[config.mk]
export PLATFORM = sky130hd
export DESIGN_NAME = rover_move_executor_flat
export DESIGN_NICKNAME = d
export VERILOG_FILES = /design/src/rtl/rover_move_executor_if.sv /design/src/rtl/rover_move_executor.sv /design/src/flat_wrapper.sv
export SDC_FILE = /design/constraint.sdc
export NUM_CORES = 1
export LEC_CHECK = 0
export ABC_AREA = 0
export CORE_UTILIZATION = 50
export DETAILED_ROUTE_END_ITERATION = 10
export GPL_ROUTABILITY_DRIVEN = 0
export GPL_TIMING_DRIVEN = 0
export PLACE_DENSITY = 0.72
export SYNTH_ARGS = -nofsm -noshare
export SYNTH_HDL_FRONTEND = slang
export SYNTH_SLANG_ARGS = --single-unit
[constraint.sdc]
create_clock -name clock -period 2.8 [get_ports clock]
set_clock_uncertainty 0.05 [all_clocks]
set_input_delay 0.56 -clock clock [delete_from_list [all_inputs] [get_ports clock]]
set_output_delay 0.56 -clock clock [all_outputs]
set_load 0.005 [all_outputs]
[src/rtl/rover_move_executor_if.sv]
// Move-command bus between the IR frame decoder side and the rover move executor.
//   cmd_valid/cmd/abort : command side, driven by the master
//   motor_turn/motor_fwd/busy/done/last_cmd/state : executor status, driven by the slave
interface rover_move_executor_if;
  logic        cmd_valid;
  logic [11:0] cmd;
  logic        abort;
  logic        motor_turn;
  logic        motor_fwd;
  logic        busy;
  logic        done;
  logic [11:0] last_cmd;
  logic [1:0]  state;

  modport master (
    output cmd_valid, cmd, abort,
    input  motor_turn, motor_fwd, busy, done, last_cmd, state
  );

  modport slave (
    input  cmd_valid, cmd, abort,
    output motor_turn, motor_fwd, busy, done, last_cmd, state
  );
endinterface

[src/rtl/rover_move_executor.sv]
// Rover move executor: accepts 12-bit move frames (r = cmd[7:0], theta = cmd[11:8]),
// filters the repeated copies the base station sends, then turns for theta units and
// drives forward for r units, UNIT_CYCLES clock cycles per unit.
// Ports:
//   clock - system clock
//   reset - asynchronous, active-high
//   bus   - slave side of rover_move_executor_if (command in, motors/status out)
module rover_move_executor #(
  parameter int UNIT_CYCLES  = 27000000,
  parameter int REARM_CYCLES = 27000000
) (
  input logic                  clock,
  input logic                  reset,
  rover_move_executor_if.slave bus
);
  localparam int UW = (UNIT_CYCLES > 1) ? $clog2(UNIT_CYCLES) : 1;
  localparam int QW = $clog2(REARM_CYCLES + 1);
  localparam logic [UW-1:0] UNIT_LAST = UW'(UNIT_CYCLES - 1);
  localparam logic [QW-1:0] QUIET_MAX = QW'(REARM_CYCLES);
  localparam logic [QW-1:0] QUIET_ARM = QW'(REARM_CYCLES - 1);

  typedef enum logic [1:0] {IDLE = 2'd0, TURN = 2'd1, DRIVE = 2'd2, FINISH = 2'd3} state_t;

  state_t        st;
  logic [UW-1:0] unit_ctr;
  logic [7:0]    units_left;
  logic [QW-1:0] quiet_ctr;
  logic          armed;
  logic [11:0]   last_cmd;
  logic          motor_turn, motor_fwd, busy, done;
  logic          accept, unit_end, last_unit;

  // A repeat of the last command is only taken once the link has been quiet long enough.
  assign accept    = (st == IDLE) && bus.cmd_valid && !bus.abort &&
                     ((bus.cmd != last_cmd) || armed);
  assign unit_end  = (unit_ctr == UNIT_LAST);
  assign last_unit = unit_end && (units_left == 8'd1);

  // Quiet-time tracker: any strobe restarts the count; reaching REARM_CYCLES arms once.
  always_ff @(posedge clock or posedge reset) begin
    if (reset) begin
      quiet_ctr <= '0;
      armed     <= 1'b1;
    end else if (bus.cmd_valid) begin
      quiet_ctr <= '0;
      armed     <= 1'b0;
    end else begin
      if (quiet_ctr != QUIET_MAX) quiet_ctr <= quiet_ctr + QW'(1);
      if (bus.abort)                   armed <= 1'b0;
      else if (quiet_ctr == QUIET_ARM) armed <= 1'b1;
    end
  end

  // Move FSM; outputs are registered alongside the state they belong to.
  always_ff @(posedge clock or posedge reset) begin
    if (reset) begin
      st         <= IDLE;
      unit_ctr   <= '0;
      units_left <= '0;
      last_cmd   <= 12'h000;
      motor_turn <= 1'b0;
      motor_fwd  <= 1'b0;
      busy       <= 1'b0;
      done       <= 1'b0;
    end else if (bus.abort) begin
      st         <= IDLE;
      motor_turn <= 1'b0;
      motor_fwd  <= 1'b0;
      busy       <= 1'b0;
      done       <= 1'b0;
    end else begin
      case (st)
        IDLE: begin
          done <= 1'b0;
          if (accept) begin
            last_cmd <= bus.cmd;
            unit_ctr <= '0;
            if (bus.cmd[11:8] != 4'd0) begin
              st         <= TURN;
              units_left <= {4'd0, bus.cmd[11:8]};
              motor_turn <= 1'b1;
              busy       <= 1'b1;
            end else if (bus.cmd[7:0] != 8'd0) begin
              st         <= DRIVE;
              units_left <= bus.cmd[7:0];
              motor_fwd  <= 1'b1;
              busy       <= 1'b1;
            end else begin
              st   <= FINISH;
              done <= 1'b1;
            end
          end
        end
        TURN: begin
          if (unit_end) begin
            unit_ctr   <= '0;
            units_left <= units_left - 8'd1;
            if (last_unit) begin
              motor_turn <= 1'b0;
              if (last_cmd[7:0] != 8'd0) begin
                // later assignment overrides the decrement above
                st         <= DRIVE;
                units_left <= last_cmd[7:0];
                motor_fwd  <= 1'b1;
              end else begin
                st   <= FINISH;
                busy <= 1'b0;
                done <= 1'b1;
              end
            end
          end else begin
            unit_ctr <= unit_ctr + UW'(1);
          end
        end
        DRIVE: begin
          if (unit_end) begin
            unit_ctr   <= '0;
            units_left <= units_left - 8'd1;
            if (last_unit) begin
              st        <= FINISH;
              motor_fwd <= 1'b0;
              busy      <= 1'b0;
              done      <= 1'b1;
            end
          end else begin
            unit_ctr <= unit_ctr + UW'(1);
          end
        end
        FINISH: begin
          st   <= IDLE;
          done <= 1'b0;
        end
      endcase
    end
  end

  assign bus.motor_turn = motor_turn;
  assign bus.motor_fwd  = motor_fwd;
  assign bus.busy       = busy;
  assign bus.done       = done;
  assign bus.last_cmd   = last_cmd;
  assign bus.state      = st;
endmodule

[src/flat_wrapper.sv]
// flat-port wrapper written by rule: the top's interface ports become plain ports
module rover_move_executor_flat 
#(
  parameter int UNIT_CYCLES  = 27000000,
  parameter int REARM_CYCLES = 27000000
)
  (clock, reset, bus_cmd_valid, bus_cmd, bus_abort, bus_motor_turn, bus_motor_fwd, bus_busy, bus_done, bus_last_cmd, bus_state);
  rover_move_executor_if bus_i ();
  input logic clock;
  input logic reset;
  input wire logic [$bits(bus_i.cmd_valid)-1:0] bus_cmd_valid;
  input wire logic [$bits(bus_i.cmd)-1:0] bus_cmd;
  input wire logic [$bits(bus_i.abort)-1:0] bus_abort;
  output wire logic [$bits(bus_i.motor_turn)-1:0] bus_motor_turn;
  output wire logic [$bits(bus_i.motor_fwd)-1:0] bus_motor_fwd;
  output wire logic [$bits(bus_i.busy)-1:0] bus_busy;
  output wire logic [$bits(bus_i.done)-1:0] bus_done;
  output wire logic [$bits(bus_i.last_cmd)-1:0] bus_last_cmd;
  output wire logic [$bits(bus_i.state)-1:0] bus_state;
  assign bus_i.cmd_valid = bus_cmd_valid;
  assign bus_i.cmd = bus_cmd;
  assign bus_i.abort = bus_abort;
  assign bus_motor_turn = bus_i.motor_turn;
  assign bus_motor_fwd = bus_i.motor_fwd;
  assign bus_busy = bus_i.busy;
  assign bus_done = bus_i.done;
  assign bus_last_cmd = bus_i.last_cmd;
  assign bus_state = bus_i.state;
  rover_move_executor #(.UNIT_CYCLES(UNIT_CYCLES), .REARM_CYCLES(REARM_CYCLES)) u_core (.clock(clock), .reset(reset), .bus(bus_i));
endmodule
==> results of run 1 <==
-- worst max-delay path, cell delays in order --
cell and delay [ns]:
clkdlybuf4s50_1 0.58, xnor2_1 0.15, nand3_1 0.15, o41ai_4 0.41, a21o_1 0.19, clkbuf_4 0.20
or2_0 0.12, buf_2 0.15, buf_4 0.21, o31ai_1 0.10
-- state kept, by name (all words and copies together), names as in the netlist --
| signal | cells |
|---|---|
| u_core.quiet_ctr | 25 |
| u_core.bus.last_cmd | 12 |
| u_core.units_left | 8 |
| u_core.armed | 1 |
| u_core.bus.state | 2 |
| u_core.bus.motor_fwd | 1 |
| u_core.bus.done | 1 |
| u_core.bus.busy | 1 |
| u_core.unit_ctr | 25 |
| u_core.bus.motor_turn | 1 |
-- timing repair --
| action | 4_1_cts | 5_1_grt |
|---|---|---|
| setup buffers | 1 | 0 |
| cloned | 0 | 0 |
| setup endpoints to repair | 20 | 18 |
| pin swaps | 1 | 1 |
| resized for setup | 0 | 4 |
| endpoints found under the hold margin | 0 | 0 |
-- logic make-up after synthesis --
logic type               after synthesis  synth area share [%]
AO/OA/AOI/OAI                        125                  18.1
adder cells (fa/ha/maj)               10                  2.73
multiplexers                          19                  4.53
flip-flops                            77                  42.0
AND/OR/NAND/NOR                      195                  22.7
XOR/XNOR                              32                  6.11
buffers and inverters                 42                  3.87
-- per-stage QoR --
stage               total power, mW  instance area [sq um]
floorplan                      2.81                   4590
global placement               3.46                   5030
detailed placement             3.52                   5060
CTS                            4.45                   5290
global route                   4.74                   5300
finish                         4.46                   5300
-- power groups by stage --
stage	clock (mW)	sequential [mW]	combinational [mW]
after detailed placement	0	1.58	1.94
after floorplan	0	1.52	1.29
after global placement	0	1.57	1.89
after global routing	0.970	1.59	2.18
after CTS	0.933	1.56	1.96
final	0.913	1.56	1.99
-- metal layers --
metal / GRT usage (%) / share of wire, % / up-vias
met1: 33.0 / 45 / 1980
met3: 4.51 / 5.7 / 21
met2: 38.1 / 47 / 135
li1: - / - / 1940
met5: 0 / 0 / -
met4: 7.23 / 1.9 / 0
-- layout by cell type, fill, tap and decap left out, types with 7 or more instances in the layout --
cell             count
o21ai_0             41
and3_1              11
nor4_1               7
xor2_1              16
a21oi_1             19
nand3_1             21
nand4_1             12
inv_1               18
ha_1                10
nor3_1              14
buf_2                9
a31oi_1              8
clkdlybuf4s50_1     31
o31ai_1             17
xnor2_1             16
clkbuf_1             7
nand2_1             41
clkbuf_8            12
mux2_2              14
or3_1               14
or4_1                7
dfrtp_1             76
nor2_1              40
-- final timing paths --
kind,endpoint,slack [ns],depth (start not counted)
max,u_core.unit_ctr[23],0.16,10
min,u_core.unit_ctr[24],0.44,1
max reg2reg,u_core.units_left[2],0.22,8
min reg2reg,u_core.unit_ctr[24],0.44,1
max in group asynchronous,u_core.armed,1.60,3
min in group asynchronous,u_core.unit_ctr[23],0.49,2
-- final cells by class --
type                            count  area share [%]
Multi-Input combinational cell    381            46.9
Tap cell                          108            2.55
Clock inverter                      4            1.02
Inverter                           19            1.39
Sequential cell                    77            36.4
Timing Repair Buffer               33            6.52
Buffer                             23            2.08
Clock buffer                       12            3.12
==> summary.md, run 1 <==
| Metric | Value |
|---|---|
| Min-Delay Path Class | flop to flop |
| Pleak | 2.09 nW |
| Period minus WS final | 2.64 ns |
| Yosys top cell area share | 41.5% |
| Crit Path Class | input port to flop |
| Outcome | complete, but fails checks |
| Post-route DRC | 8 |
| Most frequent cell after synthesis | dfrtp_1 |
| Total core area | 8810 sq um |
| Final period utilization | 94.4% |
| Combinational Power Share | 44.5% |
| Min-delay src | u_core.unit_ctr[24] |
| Hold buffers post-CTS | 0 |
| Synthesized flop and latch total | 77 |
| Setup_tns | 0 ns |
| Total track usage | 23.8% |
| Gate count of the mapped netlist | 500 |
| Num CTS Buffers | 9 |
| Maximum clock path buffer count | 2 |
| Dominant synthesized flop cell | dfrtp_1 |
| Final WL | 11.0 mm |
| First-pass GRT wire length | 18.3 mm |
| Sw Pwr | 1.77 mW |
| Post-synth EDFFs | 0 |
| Maximum vdd drop | 0.000346 V |
| Clock Power Share | 20.4% |
| Die Height | 97.8 um |
| Area of the multi-input gates | 2480 sq um |
| Reg power frac | 35.0% |
| Yosys top cell by area | dfrtp_1 |
| Vias per cell | 6.20 |
| Syn_area_per_cell | 9.17 sq um |
| CTS clk-pin slew, worst paths | 0.08 ns |
| Worst Tran Pin Value | 0.759 ns |
| CP arrival | 2.81 ns |
| Layout cell share with drive strength beyond 1 | 10.4% |
| Die Area | 9560 sq um |
| Synth cell types | 63 |
| Row cnt | 34 |
| Initial antenna violation count | 0 |
| Inserted Diodes | 0 |
| Final Max Slew Viols | 0 |
| Sw frac | 39.7% |
| Reg-to-Reg Start | u_core.unit_ctr[0] |
| Final worst slack | 0.156 ns |
| H-tree levels | 3 |
| Filler Cell Count | 775 |
| Non-filler cells, final | 657 |
| WL per Instance | 16.8 um |
| Initial core utilization | 52.1% |
| Post-synthesis sequential area ratio | 42.0% |
| Crit end category | flop |
| Area delta synth->final | 15.5% |
| Number of global-route vias before repair | 3727 |
| Critical Path RT | 2.97 ns |
| Register area | 1930 sq um |
| Int Power | 2.69 mW |
| Die X | 97.8 um |
| Final hold viol count | 0 |
| DP Cell Count | 640 |
| Worst Path Max Fanout | 10 |
| CTS Root Cell | clkbuf_8 |
| Peak Freq | 378 MHz |
| TritonCTS clock tree | done |
| Grt ovf | 0 |
| Synth warn | 0 |
| Hold slack | 0.437 ns |
| Final core occ | 60.1% |
| Initial DRC Count | 278 |
| Violated checks | design-rule violations |
| Slew HR | 48.7% |
| Power per cell area | 843 nW/um^2 |
| Largest net degree at the start of global routing | 53 |
| Fin nets | 570 |
| Max-Cap Viols | 0 |
| Antenna-violating nets left | 0 |
| CP startpoint | bus_cmd[8] |
| Vias | 4076 |
| IO Pins | 34 |
| Port Buffers | 31 |
| DP HPWL | 7.75 mm |
| CTS sink cnt | 77 |
| Startpoint Class | input port |
| RSZ-0062 raised after global routing | false |
| Ys async rst share | 100% |
| Setup violators final | 0 |
| Synth area leaders | dfrtp_1 (41%), o21ai_0 (4.5%), mux2_2 (3.4%), nand2_1 (3.4%), nor2_1 (3.3%) |
| Clock latency on the worst-skew pair | 0.35 ns |
| Synthesized Nets | 526 |
| Post-Place Setup Slack | -0.430 ns |
| Post-synth top cells | dfrtp_1 (76), nand2_1 (41), o21ai_0 (41) |
| Mapped cell area | 4590 sq um |
| DR pass1 iterations | 8 |
No activity file was read; power rests on OpenSTA's default activity.
==> inputs of run 2 (changes only) <==
--- a/config.mk
+++ b/config.mk
@@ -6,11 +6,11 @@
 export NUM_CORES = 1
 export LEC_CHECK = 0
 export ABC_AREA = 0
-export CORE_UTILIZATION = 50
+export CORE_UTILIZATION = 59
 export DETAILED_ROUTE_END_ITERATION = 10
 export GPL_ROUTABILITY_DRIVEN = 0
 export GPL_TIMING_DRIVEN = 0
-export PLACE_DENSITY = 0.72
+export PLACE_DENSITY = 0.82
 export SYNTH_ARGS = -nofsm -noshare
 export SYNTH_HDL_FRONTEND = slang
 export SYNTH_SLANG_ARGS = --single-unit
==> run 2 against run 1 <==
Global-route usage rose by 5.0 points. The run now ends clean. Final cell count down 1.2%. Hold slack got worse by 0.0013 ns. Clock power shrank 12%. First-iteration DRC count increased by 55%. Cell area fell by 0.54%. Critical path depth did not move.
==> summary.md, run 2 (same netlist as run 1, synthesis figures left out) <==
| Metric | Value |
|---|---|
| Outcome | finished, final reports clean |
| Initial DRC Count | 431 (+55%) |
| CP top delay family | buffers and inverters |
| DR WL met3 | 754 um (+20%) |
| CTS clk-pin slew, worst paths | 0.08 ns (about the same) |
| Crit Path Class | input port to flop |
| Critical path, cell by cell | clkdlybuf4s50_1 -> xnor2_1 -> nand4_1 -> o41ai_4 -> a21o_1 -> clkbuf_4 -> or2_0 -> buf_2 -> buf_4 -> o31ai_1 |
| Final WL | 11.2 mm (+1.9%) |
| Commonest non-fill, non-tap cell in the layout | dfrtp_1 |
| Max-Cap Viols | 0 (unchanged) |
| Buf/Inv on CP | 4 (unchanged) |
| Final hold viol count | 0 (unchanged) |
| Hold buffers post-CTS | 0 (unchanged) |
| Maximum clock path buffer count | 2 (unchanged) |
| Met2 routed WL | 5.16 mm (-0.41%) |
| Worst Path Max Fanout | 10 (unchanged) |
| Critical Path RT | 2.98 ns (about the same) |
| Final core occ | 71.5% (+11 points) |
| Num CTS Buffers | 9 (unchanged) |
| Initial antenna violation count | 0 (unchanged) |
| Row cnt | 31 (-8.8%) |
| DP HPWL | 7.78 mm (+0.41%) |
| Worst Tran Pin Value | 0.765 ns (+0.00622 ns) |
| Largest net degree at the start of global routing | 41 (-23%) |
| Period minus WS final | 2.65 ns (+0.00780 ns) |
| Total core area | 7370 sq um (-16%) |
| Die Height | 90.2 um (-7.8%) |
| Final Max Slew Viols | 0 (unchanged) |
| Clock latency on the worst-skew pair | 0.37 ns (+0.02 ns) |
| Min-Delay Path Class | flop to flop |
| Power per cell area | 832 nW/um^2 (-1.2%) |
| H-tree levels | 3 (unchanged) |
| CP arrival | 2.83 ns (+0.02 ns) |
| Area after DPL | 5040 sq um (-0.37%) |
| IO Pins | 34 (unchanged) |
| Die X | 90.2 um (-7.8%) |
| Inserted Diodes | 0 (unchanged) |
| Post-Place Setup Slack | -0.430 ns (+0.000943 ns) |
| Filler Cell Count | 553 (-29%) |
| Number of global-route vias before repair | 3933 (+5.5%) |
| Grt ovf | 0 (unchanged) |
| Most frequent cells in the layout | dfrtp_1 (76), o21ai_0 (41), nand2_1 (41) |
| Peak Freq | 377 MHz (-0.29%) |
| Layout cell share with drive strength beyond 1 | 10.7% (+0.34 points) |
| Metal-1 WL | 5.01 mm (+0.26%) |
| Vias per cell | 6.32 (+1.9%) |
| Post-route DRC | 0 (-8) |
| WL per Instance | 17.3 um (+3.1%) |
| Final worst slack | 0.149 ns (-0.00780 ns) |
| Final period utilization | 94.7% (+0.28 points) |
| Max stage delay on crit path | 0.59 ns (about the same) |
| First-pass GRT wire length | 18.8 mm (+2.5%) |
| Vias | 4104 (+0.69%) |
| DR pass1 iterations | 7 (-1) |
| TritonCTS clock tree | done |
| Antenna-violating nets left | 0 (unchanged) |
| Top sig layer | met4 |
| Port Buffers | 31 (unchanged) |
| Total track usage | 28.8% (+5.0 points) |
| CP max-delay cell | clkdlybuf4s50_1 |
| Startpoint Class | input port |
| Pleak | 2.07 nW (-0.96%) |
| Initial core utilization | 62.2% (+10 points) |
| RSZ-0062 raised after global routing | false |
| CTS sink cnt | 77 (unchanged) |
| CTS Root Cell | clkbuf_8 |
| Maximum vdd drop | 0.000448 V (+30%) |
| Slew HR | 48.3% (-0.42 points) |
| Setup violators final | 0 (unchanged) |
| Crit end category | flop |
| Area delta synth->final | 14.8% |
| Setup slack, reg-to-reg | 0.30 ns (+0.08 ns) |
| Finished Cell Area | 5270 sq um (-0.54%) |
| Largest registers | u_core.quiet_ctr: 25 flops, u_core.unit_ctr: 25 flops, u_core.bus.last_cmd: 12 flops |
| Fin nets | 571 (+0.18%) |
| Die Area | 8130 sq um (-15%) |
[run 2: repair_timing]
item / in CTS / in global routing
gates resized for setup: 0 / 7
buffers inserted: 1 / 1
setup endpoints to repair: 20 / 18
pin swaps: 1 / 0
cloned: 0 / 0
[run 2: path summary, 6_finish.rpt]
path / start / to / cells after the start
worst max register to register: u_core.unit_ctr[0] / u_core.units_left[2] / 9
max in group asynchronous: reset / u_core.unit_ctr[20] / 3
worst min-delay path: u_core.unit_ctr[13] / u_core.unit_ctr[13] / 1
worst max-delay path: bus_cmd[6] / u_core.unit_ctr[24] / 10
worst min register to register: u_core.unit_ctr[13] / u_core.unit_ctr[13] / 1
min in group asynchronous: reset / u_core.quiet_ctr[10] / 2
[run 2: per-stage QoR]
| stage | hold slack (ns) | TNS (ns) | total power, mW | std cells |
|---|---|---|---|---|
| floorplan | 0.388 | 0 | 2.81 | 500 |
| global placement | 0.409 | -83.96 | 3.45 | 630 |
| detailed placement | 0.423 | -11.87 | 3.52 | 631 |
| CTS | 0.433 | 0 | 4.32 | 648 |
| global route | 0.452 | 0 | 4.66 | 649 |
| finish | 0.435 | 0 | 4.38 | 649 |
[run 2: layout make-up]
type	count	area [sq um]	area share (%)
Multi-Input combinational cell	381	2500	47.5
Inverter	19	73.8	1.40
Timing Repair Buffer	34	345	6.56
Clock buffer	11	151	2.87
Buffer	23	110	2.09
Clock inverter	5	35.0	0.665
Sequential cell	77	1930	36.6
Tap cell	99	124	2.35
[run 2: power breakdown]
group	switching, mW	internal [mW]
registers	0.266	1.30
logic	1.11	0.901
clock network	0.432	0.368
total	1.81	2.57
[run 2: routing by layer]
layer  vias up  GRT usage (%)
met5         -              0
met4         0           10.9
met3        35           6.18
met2       172           44.7
met1      1961           39.5
li1       1936              -
==> inputs of run 3 (changes only) <==
--- a/config.mk
+++ b/config.mk
@@ -10,6 +10,7 @@
 export DETAILED_ROUTE_END_ITERATION = 10
 export GPL_ROUTABILITY_DRIVEN = 0
 export GPL_TIMING_DRIVEN = 0
+export HOLD_SLACK_MARGIN = 0.15
 export PLACE_DENSITY = 0.82
 export SYNTH_ARGS = -nofsm -noshare
 export SYNTH_HDL_FRONTEND = slang
==> results of run 3 <==
Final layout, timing and power as in run 2 (identical DEF).
